### src/rtl/rx.sv
// rx: asynchronous serial receiver (8N1 by default, 8E1 with RX_PARITY_EN).
//   Oversamples rx_si at CLKS_PER_BIT clocks per bit, samples each bit at
//   mid-bit and presents the received byte with a one-cycle strobe.
// Optional feature macro: RX_PARITY_EN (adds an even-parity bit before stop).
// Ports:
//   clk      in   system clock, rising edge
//   rst      in   synchronous active-high reset
//   rx_si    in   serial input, asynchronous, idle high
//   rx_po    out  [7:0] last correctly received byte
//   rx_valid out  one-cycle pulse, rx_po updated
//   rx_busy  out  frame reception in progress
//   rx_ferr  out  one-cycle pulse, stop bit sampled 0
//   rx_perr  out  one-cycle pulse, parity mismatch (0 without RX_PARITY_EN)
module rx #(
   parameter int unsigned CLKS_PER_BIT = 16
) (
   input  logic       clk,
   input  logic       rst,
   input  logic       rx_si,
   output logic [7:0] rx_po,
   output logic       rx_valid,
   output logic       rx_busy,
   output logic       rx_ferr,
   output logic       rx_perr
);

   localparam int unsigned CW = $clog2(CLKS_PER_BIT);
   localparam logic [CW-1:0] CNT_FULL = CW'(CLKS_PER_BIT - 1);
   localparam logic [CW-1:0] CNT_HALF = CW'(CLKS_PER_BIT / 2 - 1);

   typedef enum logic [2:0] {
      S_IDLE,
      S_START,
      S_DATA,
      S_PARITY,
      S_STOP
   } state_t;

   state_t        state_q, state_d;
   logic          sync1_q, sync2_q, prev_q;
   logic [CW-1:0] cnt_q, cnt_d;
   logic [2:0]    bit_q, bit_d;
   logic [7:0]    shift_q, shift_d;
   logic [7:0]    po_q, po_d;
   logic          valid_q, valid_d;
   logic          ferr_q, ferr_d;
   logic          par_bad;
`ifdef RX_PARITY_EN
   logic          par_bad_q, par_bad_d;
   logic          perr_q, perr_d;
`endif

   always_ff @(posedge clk) begin
      if (rst) begin
         state_q <= S_IDLE;
         // synchronizer loads idle level so reset release cannot look like a start edge
         sync1_q <= 1'b1;
         sync2_q <= 1'b1;
         prev_q  <= 1'b1;
         cnt_q   <= '0;
         bit_q   <= '0;
         shift_q <= '0;
         po_q    <= '0;
         valid_q <= 1'b0;
         ferr_q  <= 1'b0;
`ifdef RX_PARITY_EN
         par_bad_q <= 1'b0;
         perr_q    <= 1'b0;
`endif
      end else begin
         state_q <= state_d;
         sync1_q <= rx_si;
         sync2_q <= sync1_q;
         prev_q  <= sync2_q;
         cnt_q   <= cnt_d;
         bit_q   <= bit_d;
         shift_q <= shift_d;
         po_q    <= po_d;
         valid_q <= valid_d;
         ferr_q  <= ferr_d;
`ifdef RX_PARITY_EN
         par_bad_q <= par_bad_d;
         perr_q    <= perr_d;
`endif
      end
   end

`ifdef RX_PARITY_EN
   assign par_bad = par_bad_q;
`else
   assign par_bad = 1'b0;
`endif

   always_comb begin
      state_d = state_q;
      cnt_d   = cnt_q + 1'b1;
      bit_d   = bit_q;
      shift_d = shift_q;
      po_d    = po_q;
      valid_d = 1'b0;
      ferr_d  = 1'b0;
`ifdef RX_PARITY_EN
      par_bad_d = par_bad_q;
      perr_d    = 1'b0;
`endif
      case (state_q)
         S_IDLE: begin
            cnt_d = '0;
            // only a fresh 1->0 edge starts a frame; a line stuck low is ignored
            if (prev_q && !sync2_q)
               state_d = S_START;
         end
         S_START: begin
            if (cnt_q == CNT_HALF) begin
               cnt_d   = '0;
               bit_d   = '0;
               state_d = sync2_q ? S_IDLE : S_DATA;
            end
         end
         S_DATA: begin
            if (cnt_q == CNT_FULL) begin
               cnt_d   = '0;
               shift_d = {sync2_q, shift_q[7:1]};
               bit_d   = bit_q + 1'b1;
               if (bit_q == 3'd7) begin
`ifdef RX_PARITY_EN
                  state_d = S_PARITY;
`else
                  state_d = S_STOP;
`endif
               end
            end
         end
`ifdef RX_PARITY_EN
         S_PARITY: begin
            if (cnt_q == CNT_FULL) begin
               cnt_d     = '0;
               par_bad_d = sync2_q ^ (^shift_q);
               state_d   = S_STOP;
            end
         end
`endif
         S_STOP: begin
            if (cnt_q == CNT_FULL) begin
               cnt_d   = '0;
               state_d = S_IDLE;
               ferr_d  = !sync2_q;
`ifdef RX_PARITY_EN
               perr_d  = par_bad_q;
`endif
               if (sync2_q && !par_bad) begin
                  po_d    = shift_q;
                  valid_d = 1'b1;
               end
            end
         end
         default: begin
            state_d = S_IDLE;
            cnt_d   = '0;
         end
      endcase
   end

   assign rx_po    = po_q;
   assign rx_valid = valid_q;
   assign rx_ferr  = ferr_q;
   assign rx_busy  = (state_q != S_IDLE);
`ifdef RX_PARITY_EN
   assign rx_perr  = perr_q;
`else
   assign rx_perr  = 1'b0;
`endif

endmodule

### config.mk
export PLATFORM = sky130hd
export DESIGN_NAME = rx
export DESIGN_NICKNAME = d
export VERILOG_FILES = /design/src/rtl/rx.sv
export SDC_FILE = /design/constraint.sdc
export NUM_CORES = 1
export LEC_CHECK = 0
export CORE_ASPECT_RATIO = 0.9
export CORE_MARGIN = 5
export CORE_UTILIZATION = 50
export CTS_CLUSTER_SIZE = 12
export DETAILED_ROUTE_END_ITERATION = 16
export MAX_ROUTING_LAYER = met4
export PLACE_DENSITY = 0.82
export SLEW_MARGIN = 20
export SYNTH_ARGS = -nofsm -noshare
export SYNTH_HDL_FRONTEND = slang
export SYNTH_SLANG_ARGS = --single-unit
### constraint.sdc
create_clock -name clk -period 2 [get_ports clk]
set_input_delay 0.4 -clock clk [delete_from_list [all_inputs] [get_ports clk]]
set_output_delay 0.4 -clock clk [all_outputs]
set_load 0.005 [all_outputs]
==> results.cfg, run 1 <==
[clock_network]
ctsHtreeMaxLevel = 2
cts_root_buf = clkbuf_4
clock_latency_ns = 0.33
post-cts-setup-buffers = 0
cts_tree = built
numCtsBuffers = 5
cts_sinks = 31
hold_buffers = 0
cts_buffer_depth = 2
cts_resized = 1
clkTransAtPathRegs_ns = 0.09

[sta]
finalSetupViolations = 0
tns_ns = 0
skew_ns = 0.00204
finalMaxSlewViolations = 0
clock.fmax_mhz = 589
period_share_pct = 84.9
hold_viol = 0
grt_setup_unrepaired = false
min_period_ns = 1.70

[yosys]
ys.flop_type = dfxtp_1
synth_most_common_cell = dfxtp_1
synth_top_cell_area_share_pct = 48.8
yosysTopAreaCell = dfxtp_1
synth_edf_count = 0
syn_area_um2 = 1270
synthTopCellsByArea = dfxtp_1 (49%), mux2i_1 (13%), nor2_1 (6.5%), ha_1 (3.0%), nand2b_1 (3.0%)
synth_common_cells = dfxtp_1 (31), nor2_1 (22), mux2i_1 (17)
ys_types = 32
ys_warn_count = 0
ys_ff_latch = 31
synth_fp_nets = 135
synth.avg_cell_area_um2 = 9.85
yosysSeqAreaShare_pct = 48.8
async_flop_share_pct = 0
syn_inst = 129

[setup_path]
cp.required_ns = 2.26
path_delay_family = compound AO/OA/AOI/OAI gates
critPathMaxStageDelay_ns = 0.39
crit_buf_inv = 1
crit_path_max_fanout = 9
critPathKind = flop to flop
critPathSlowestCell = or3b_1
crit_chain = buf_4 > or3b_1 > a211oi_2 > nand4_1 > a21oi_1
arrival_ns = 1.96
startpoint_type = flop
end_kind = flop

[grt]
grt_pass1_wl_mm = 3.77
grt-ovfl-total = 0
groute.usage.overall_pct = 13.6
grt_antenna_before_repair = 0
grt_max_degree = 17
grt_pass1_vias = 862

[floorplan]
fp.coreArea_um2 = 2450
rows = 17
dieWidth_um = 63.2
ioPinCount = 15
start_util_pct = 52.0
die_area_um2 = 3650
die_h_um = 57.8

[run]
maxCapViolations = 0

[layout]
area_growth_pct = 18.0
drive_above_1_share_pct = 11.0
final_nets = 151
antenna_cells = 0
nFillCells = 205
fin_area_um2 = 1500

[power_and_ir_drop]
power.density_nw_per_um2 = 803
max-vdd-ir-drop_v = 0.000534
p_leak_nw = 0.671

[placement]
place_congestion = 0.835
place_area_um2 = 1430
portBuffers = 13
hpwl_mm = 1.57

[drt]
drc_errors = 0
drt_iter0_drc = 19
avgRoutedWirePerCell_um = 12.5
first_pass_iters = 4
antenna_left = 0
via_per_inst = 5.32
route.final.wire_length_mm = 2.17
num_vias = 926

[worst_hold_path]
worst_hold_path_type = flop to flop

[status]
status = completed
-- sequential cells by signal, summed over array words and instances, names as in the netlist --
signal    count
rx_ferr       1
cnt_q         4
bit_q         3
sync2_q       1
state_q       3
rx_po         8
prev_q        1
rx_valid      1
sync1_q       1
shift_q       8
-- power breakdown --
group	total (W)	internal, W	switching [W]
combinational	0.000144	0.0000724	0.0000715
sequential	0.000651	0.000629	0.0000213
clock	0.000411	0.000207	0.000204
total	0.00121	0.000908	0.000297
-- final timing paths --
path	slack, ns	depth (start not counted)	start	endpoint
setup / recovery	0.30	5	state_q[1]$_SDFFE_PP0P_	bit_q[1]$_SDFFE_PP0P_
hold / removal	0.43	1	sync1_q$_SDFF_PP1_	sync2_q$_SDFF_PP1_
setup reg to reg	0.30	5	state_q[1]$_SDFFE_PP0P_	bit_q[1]$_SDFFE_PP0P_
hold reg to reg	0.43	1	sync1_q$_SDFF_PP1_	sync2_q$_SDFF_PP1_
-- cells in the final DEF, fill, tap and decap left out, types with 3 or more instances in the layout --
master	netlist	routed
a21oi_1	3	3
buf_4	3	5
clkbuf_4	0	5
clkdlybuf4s50_1	0	12
dfxtp_1	31	30
ha_1	3	3
mux2i_1	17	17
nand2_1	4	4
nand2b_1	6	6
nand3_1	3	3
nor2_1	22	22
xor2_1	3	3
-- logic make-up after synthesis --
logic type | count (synthesis) | synth area share [%]
xor+xnor | 4 | 2.76
compound gates | 11 | 6.50
fa+ha+maj | 3 | 2.95
simple gates | 51 | 20.9
other cells | 1 | 0.295
mux | 17 | 13.4
buf+inv | 11 | 4.43
flops | 31 | 48.8
-- metrics by stage --
stage / hold WS [ns] / power, W / util, % / setup slack (ns) / std cells
after global routing: 0.462 / 0.00126 / 61.3 / 0.121 / 174
after detailed placement: 0.409 / 0.000813 / 58.3 / 0.320 / 166
after floorplan: 0.389 / 0.000776 / - / 0.535 / 129
after CTS: 0.428 / 0.00122 / 61.1 / 0.0316 / 174
after global placement: 0.395 / 0.000804 / 58.3 / 0.377 / 166
final: 0.425 / 0.00121 / 61.3 / 0.302 / 174
-- area by class of cell --
type | count | area, µm² | area share (%)
clock buffer | 8 | 68.8 | 4.59
inverter | 2 | 7.51 | 0.500
multi-input combinational | 87 | 594 | 39.6
sequential | 31 | 624 | 41.6
tap | 28 | 35.0 | 2.34
timing repair buffer | 18 | 170 | 11.3
-- routing by layer --
| metal | vias to the layer above | GRT usage [%] | share of wire (%) | wire length (µm) |
|---|---|---|---|---|
| met4 | 0 | 6.97 | 1.6 | 35 |
| li1 | 468 | - | - | - |
| met3 | 6 | 6.01 | 5.7 | 124 |
| met5 | - | - | 0 | 0 |
| met1 | 431 | 16.3 | 47 | 1030 |
| met2 | 21 | 19.3 | 45 | 981 |
No activity file was read; power rests on OpenSTA's default activity.
==> run 2: changes to the inputs <==
--- a/config.mk
+++ b/config.mk
@@ -7,7 +7,7 @@
 export LEC_CHECK = 0
 export CORE_ASPECT_RATIO = 0.9
 export CORE_MARGIN = 5
-export CORE_UTILIZATION = 50
+export CORE_UTILIZATION = 48
 export CTS_CLUSTER_SIZE = 12
 export DETAILED_ROUTE_END_ITERATION = 16
 export MAX_ROUTING_LAYER = met4
==> constraint.sdc (replaced) <==
create_clock -name clk -period 1.5 [get_ports clk]
set_input_delay 0.3 -clock clk [delete_from_list [all_inputs] [get_ports clk]]
set_output_delay 0.3 -clock clk [all_outputs]
set_load 0.005 [all_outputs]
==> run 2 against run 1 <==
Against the previous run:
- core utilization is 6.3 points higher
- power is 50% higher
- sequential share of layout area fell by 3.6 points
- critical path type is now flop to primary output
- highest routed layer unchanged
- non-clock buffer count increased by 8
==> results.cfg, run 2 (synthesis results as in run 1) <==
[layout]
fin_area_um2 = 1680
area_growth_pct = 32.4
layout_common_cells = nor2_1 (22), dfxtp_1 (17), mux2i_1 (16)
antenna_cells = 0
drive_above_1_share_pct = 27.9
final_util_pct = 67.6
nFillCells = 182
mostFrequentLayoutCell = nor2_1
final_nets = 159

[sta]
hold_viol = 0
clock.fmax_mhz = 682
finalMaxSlewViolations = 0
fin_hold_ws_ns = 0.421
grt_setup_unrepaired = true
min_period_ns = 1.47
period_share_pct = 97.7
finalSetupViolations = 0
skew_ns = 0.0136

[setup_path]
startpoint_type = flop
r2r_cells = 6
cp.required_ns = 1.20
critPathKind = flop to primary output
crit_path_max_fanout = 3
reg2reg_slack_ns = 0.04
end_kind = primary output
arrival_ns = 1.17
rr_startpoint = cnt_q[1]$_SDFF_PP0_
critPathLaunch = state_q[2]$_SDFFE_PP0P_

[run]
maxCapViolations = 0

[power_and_ir_drop]
p_leak_nw = 0.896
power.density_nw_per_um2 = 1070
max-vdd-ir-drop_v = 0.00134

[clock_network]
clkTransAtPathRegs_ns = 0.09
ctsHtreeMaxLevel = 2
cts_tree = built
numCtsBuffers = 5
cts_sinks = 31
clock_latency_ns = 0.33
hold_buffers = 0
cts_buffer_depth = 2
cts_root_buf = clkbuf_4

[drt]
antenna_left = 0
route.final.wire_length_mm = 2.35
num_vias = 979
drt_iter0_drc = 29
via_per_inst = 5.38
first_pass_iters = 4
avgRoutedWirePerCell_um = 12.9
drc_errors = 0

[grt]
grt_antenna_before_repair = 0
grt_pass1_wl_mm = 3.93
grt-ovfl-total = 0
grt_max_degree = 23
groute.usage.overall_pct = 14.1
grt_pass1_vias = 898

[placement]
place_area_um2 = 1500
hpwl_mm = 1.65
portBuffers = 13
place_congestion = 0.804

[worst_hold_path]
worst_hold_path_type = flop to flop
min_path_cells = 1
hp-start = sync1_q$_SDFF_PP1_

[floorplan]
die_area_um2 = 3780
die_h_um = 58.8
dieWidth_um = 64.2
fp.coreArea_um2 = 2490
ioPinCount = 15
start_util_pct = 51.1
rows = 17

[status]
status = completed
## run 2: cell types whose count changed in the layout (fill, tap and decap cells not counted), moves of 3 or more
cell,before,now
buf_12,0,3
dfxtp_2,0,13
dfxtp_1,30,17
buf_4,5,10
clkdlybuf4s50_1,12,3
dlymetal6s2s_1,1,9
## run 2: final timing paths
path,to
setup / recovery,rx_busy
hold / removal,sync2_q$_SDFF_PP1_
setup reg to reg,shift_q[3]$_SDFFE_PP0P_
hold reg to reg,sync2_q$_SDFF_PP1_
## run 2: critical path: stages, from the launching register on
cell,delay (ns)
dfxtp_2,0.33
or3_4,0.38
buf_6,0.12
## run 2: what timing repair did
action,4_1_cts,5_1_grt
setup buffers,0,3
gates cloned,0,0
resized for setup,11,24
setup endpoints to repair,9,18
endpoints found under the hold margin,0,0
pin swaps,2,1
## run 2: report_power, final
group,switching (W),internal (W),leakage (nW)
clock,0.000273,0.000394,0.0482
combinational,0.000119,0.000150,0.590
sequential,0.0000228,0.000849,0.258
total,0.000415,0.00139,0.896
## run 2: layout make-up
type | count | area [µm²] | area share [%]
inverter | 2 | 7.51 | 0.446
clock buffer | 6 | 51.3 | 3.05
clock inverter | 2 | 35.0 | 2.08
multi-input combinational | 87 | 624 | 37.1
sequential | 31 | 641 | 38.1
timing repair buffer | 26 | 289 | 17.2
tap | 28 | 35.0 | 2.08
## run 2: per-stage QoR
step                TNS (ns)  std cells  power [W]  setup slack, ns
CTS                        0        179    0.00178          0.00775
global route         -0.0998        182    0.00190          -0.0347
global placement           0        171    0.00112           0.0490
floorplan                  0        129    0.00103           0.0346
finish                     0        182    0.00181           0.0344
detailed placement   -0.0333        171    0.00112          -0.0231
## run 2: per-layer routing
metal  GRT usage, %  wire, µm
met5              -         0
met4           5.81        28
met3           7.44       140
met2           20.3      1090
met1           16.3      1090
